File: src/rtl/seven_segment_decoder.sv
// rtl/seven_segment_decoder.sv - debounced seven-segment pattern to hex digit decoder
module seven_segment_decoder #(
    parameter int STABLE_CYCLES = 4
) (
    input  logic       i_clk,
    input  logic       i_rst,
    input  logic [6:0] i_seg,
    output logic [3:0] o_binary_num,
    output logic       o_valid,
    output logic       o_error,
    output logic       o_blank,
    output logic       o_locked
);

    localparam logic [7:0] LAST_COUNT = 8'(STABLE_CYCLES - 1);

    typedef enum logic {
        SETTLING,
        LOCKED
    } state_t;

    state_t     state;
    state_t     state_next;
    logic [6:0] r_seg;
    logic [7:0] counter;
    logic [7:0] counter_next;
    logic       commit;
    logic [3:0] dec_value;
    logic       dec_legal;

    always_comb begin
        dec_value = 4'h0;
        dec_legal = 1'b1;
        case (i_seg)
            7'h7E: dec_value = 4'h0;
            7'h30: dec_value = 4'h1;
            7'h6D: dec_value = 4'h2;
            7'h79: dec_value = 4'h3;
            7'h33: dec_value = 4'h4;
            7'h5B: dec_value = 4'h5;
            7'h5F: dec_value = 4'h6;
            7'h70: dec_value = 4'h7;
            7'h7F: dec_value = 4'h8;
            7'h7B: dec_value = 4'h9;
            7'h77: dec_value = 4'hA;
            7'h1F: dec_value = 4'hB;
            7'h4E: dec_value = 4'hC;
            7'h3D: dec_value = 4'hD;
            7'h4F: dec_value = 4'hE;
            7'h47: dec_value = 4'hF;
            default: dec_legal = 1'b0;
        endcase
    end

    // Any disagreement with the previous sample restarts settling, even once locked.
    always_comb begin
        state_next   = state;
        counter_next = counter;
        commit       = 1'b0;
        if (i_seg != r_seg) begin
            counter_next = 8'd0;
            state_next   = SETTLING;
        end else if (state == SETTLING) begin
            if (counter == LAST_COUNT) begin
                commit     = 1'b1;
                state_next = LOCKED;
            end else begin
                counter_next = counter + 8'd1;
            end
        end
    end

    always_ff @(posedge i_clk) begin
        if (i_rst) begin
            r_seg        <= 7'h00;
            counter      <= 8'd0;
            state        <= SETTLING;
            o_binary_num <= 4'h0;
            o_valid      <= 1'b0;
            o_error      <= 1'b0;
            o_blank      <= 1'b0;
        end else begin
            r_seg   <= i_seg;
            counter <= counter_next;
            state   <= state_next;
            o_valid <= 1'b0;
            if (commit) begin
                if (i_seg == 7'h00) begin
                    o_blank <= 1'b1;
                    o_error <= 1'b0;
                end else if (dec_legal) begin
                    o_binary_num <= dec_value;
                    o_valid      <= 1'b1;
                    o_error      <= 1'b0;
                    o_blank      <= 1'b0;
                end else begin
                    o_error <= 1'b1;
                    o_blank <= 1'b0;
                end
            end
        end
    end

    assign o_locked = (state == LOCKED);

endmodule

File: config.mk
export PLATFORM = sky130hd
export DESIGN_NAME = seven_segment_decoder
export DESIGN_NICKNAME = d
export VERILOG_FILES = /design/src/rtl/seven_segment_decoder.sv
export SDC_FILE = /design/constraint.sdc
export NUM_CORES = 1
export LEC_CHECK = 0
export ABC_AREA = 1
export BUFFER_PORTS_ARGS = -buffer_cell sky130_fd_sc_hd__buf_2
export CORE_MARGIN = 5
export CORE_UTILIZATION = 52
export CTS_BUF_LIST = sky130_fd_sc_hd__clkbuf_8 sky130_fd_sc_hd__clkbuf_16
export CTS_CLUSTER_DIAMETER = 150
export DETAILED_ROUTE_END_ITERATION = 10
export PLACE_DENSITY_LB_ADDON = 0.12
export SYNTH_ARGS = -nofsm -noshare
export SYNTH_HDL_FRONTEND = slang
export SYNTH_SLANG_ARGS = --single-unit
File: constraint.sdc
create_clock -name i_clk -period 4.47 [get_ports i_clk]
set_input_delay 0.2235 -clock i_clk [delete_from_list [all_inputs] [get_ports i_clk]]
set_output_delay 0.2235 -clock i_clk [all_outputs]
set_load 0.05 [all_outputs]
==> flow_metrics.env <==
export IMPL_detail_route_antenna_nets=0
export IMPL_nFillCells=253
export IMPL_setup_viol=0
export IMPL_power_mw=0.380
export IMPL_p_clk_share_pct=33.3
export IMPL_drive_above_1_share_pct=18.5
export IMPL_hold_viol=0
export IMPL_hold_ws_ns=0.249
export IMPL_synthCells=210
export IMPL_cts_tree="done"
export IMPL_nNetsFinal=238
export IMPL_die_area_sq_um=3760
export IMPL_routedWlPerCell_um=11.3
export IMPL_critPathKind="reg2reg"
export IMPL_ys_seq_elements=23
export IMPL_crit_required_ns=4.67
export IMPL_yosysUniqueCellTypes=26
export IMPL_synth_nets=220
export IMPL_grt_pass1_vias=1249
export IMPL_crit_path_start_kind="flop"
export IMPL_ir_drop_mv=0.228
export IMPL_status="finished clean"
export IMPL_die_h_um=61.3
export IMPL_grt_remaining_overflow=0
export IMPL_finClkSkew_ns=0.00509
export IMPL_maxCapViolCount=0
export IMPL_maxSlewHeadroom_pct=80.3
export IMPL_hpwl_um=2370
export IMPL_core_sq_um=2500
export IMPL_io_pins=17
export IMPL_grt_max_degree=14
export IMPL_antenna_found_initial=0
export IMPL_intPower_mw=0.285
export IMPL_dr_total_vias=1289
export IMPL_wl_um=2900
export IMPL_multiInputGateArea_sq_um=790
export IMPL_p_switching_mw=0.0951
export IMPL_power_density_nw_per_um2=252
export IMPL_cp_slowest_cell="dfxtp_1"
export IMPL_grtUsageTotal_pct=18.1
export IMPL_maxClockFrequency_ghz=0.631
export IMPL_rows=18
export IMPL_vias_per_cell=5.02
export IMPL_finalInstanceArea_sq_um=1510
export IMPL_slowest_delay_ns=0.38
export IMPL_clockBufferDepth=2
export IMPL_h_tree_depth=1
export IMPL_syn2layout_area_growth_pct=10.0
export IMPL_arrival_ns=1.79
export IMPL_diodes=0
export IMPL_post_cts_setup_buffer_count=0
export IMPL_post_cts_resized=0
export IMPL_path_cells="ha_1 -> nand3_1 -> nor3_2 -> nand3_2 -> nor2_4 -> o21ai_0 -> a21oi_2"
export IMPL_cts_hold_buf=0
export IMPL_setup_tns_ns=0
export IMPL_clk_pin_slew_ns=0.08
export IMPL_ys_seq_area_share_pct=33.6
export IMPL_drc=0
export IMPL_cp_end_kind="flop"
export IMPL_cts_sinks=23
export IMPL_cp_max_fo=4
export IMPL_pwr_share_seq_pct=55.3
export IMPL_gp_congestion=0.908
export IMPL_drtPass1Iterations=4
export IMPL_portBuffers=16
export IMPL_hp_class="in2reg"
export IMPL_syn_area_sq_um=1370
export IMPL_slew_violations=0
export IMPL_first_iter_violations=76
export IMPL_avgSynthCellArea_sq_um=6.52
export IMPL_worstMarginPinSlew_ns=0.294
export IMPL_fp_dieW_um=61.3
export IMPL_p_leak_nw=0.733
export IMPL_p_comb_share_pct=11.4
export IMPL_worstSkewPairLatency_ns=0.26
export IMPL_finalCriticalPeriod_ns=1.58
export IMPL_swShare_pct=25.0
export IMPL_start_util_pct=54.8
export IMPL_grt_pass1_wl_um=5190
export IMPL_rsz0062_at_grt="false"
export IMPL_cts_buffers=3
export IMPL_cts_root_buf="clkbuf_8"
export IMPL_finalCritPeriodShare_pct=35.4
export IMPL_place_area_sq_um=1460
export IMPL_seqCellArea_sq_um=460
export IMPL_synth_warnings=0
sequential cells by signal, summed over array words and instances (netlist names):
signal,cells
o_blank,1
o_locked,1
o_valid,1
o_error,1
counter,8
r_seg,7
o_binary_num,4
power groups by stage:
stage / Clock (mW) / Combinational (mW) / Sequential [mW]
finish: 0.126 / 0.0432 / 0.210
global route: 0.141 / 0.0489 / 0.210
CTS: 0.133 / 0.0432 / 0.210
detailed placement: 0 / 0.0429 / 0.215
global placement: 0 / 0.0427 / 0.215
floorplan: 0 / 0.0323 / 0.215
critical path: cells and delay by family (launching register included):
family / cells / cell delay [ns]
AND/OR/NAND/NOR: 4 / 0.64
flip-flops: 1 / 0.38
AO/OA/AOI/OAI: 2 / 0.28
adder cells (fa/ha/maj): 1 / 0.23
routing by layer:
metal	wire length (um)	vias up	part of all wire, %	GRT usage [%]
li1	-	687	-	-
met1	1370	579	47	23.2
met2	1390	19	48	29.3
met3	112	4	3.9	4.82
met4	31	0	1.1	6.67
met5	0	-	0	0
cells by family (layout without fill, tap and decap cells):
family                     after synthesis  after routing  share of synthesized area (%)
AOI/OAI and AO/OA                       18             18                           6.85
adders and majority gates                1              1                          0.913
and+or+nand+nor                        133            133                           45.4
DFF                                     23             23                           33.6
buffers and inverters                   28             45                           8.77
xor gates and xnor gates                 7              7                           4.47
area by class of cell:
cell class	count	share of cell area, %
flip-flops and latches	23	30.5
inverters	25	6.22
clock inverters	1	0.332
multi-input cells	159	52.4
well taps	30	2.49
clock buffers	3	2.74
repair buffers	16	5.31
metrics by stage:
step / utilization, % / cells / setup slack [ns]
floorplan: - / 210 / 3.05
global placement: 58.5 / 253 / 2.99
detailed placement: 58.5 / 253 / 2.91
CTS: 60.3 / 257 / 2.87
global route: 60.3 / 257 / 2.70
finish: 60.3 / 257 / 2.89
path summary, 6_finish.rpt:
kind                            startpoint              end  slack (ns)  depth (start not counted)
worst max-delay path            counter[0]  o_binary_num[3]        2.89                          7
worst min-delay path              i_seg[5]         r_seg[5]        0.25                          3
worst max register to register  counter[0]  o_binary_num[3]        2.89                          7
worst min register to register     o_error          o_error        0.47                          2
placed cells by master, fill, tap and decap left out, drive strengths merged:
cell type  synthesis  routed
clkinv             0       1
dfxtp             23      23
xnor2              4       4
or3                1       1
nand4              4       4
a21oi             12      12
nor3               6       6
nand3             14      14
inv               25      25
xor2               3       3
nand2             57      57
o21ai              6       6
or2                1       1
clkbuf             1       3
ha                 1       1
buf                2      16
nor2              49      49
nand3b             1       1
synthesized netlist by cell type, drive strengths merged:
master / instances / share of area [%]
nand2: 57 / 17
nor2: 49 / 15
inv: 25 / 6.8
dfxtp: 23 / 34
nand3: 14 / 6.6
a21oi: 12 / 4.7
nor3: 6 / 3.4
o21ai: 6 / 2.2
nand4: 4 / 1.8
xnor2: 4 / 2.6
xor2: 3 / 1.9
buf: 2 / 1.6
clkbuf: 1 / 0.27
ha: 1 / 0.91
nand3b: 1 / 0.55
or2: 1 / 0.46
or3: 1 / 0.46
Note: power is estimated with default switching activity, not from simulation.
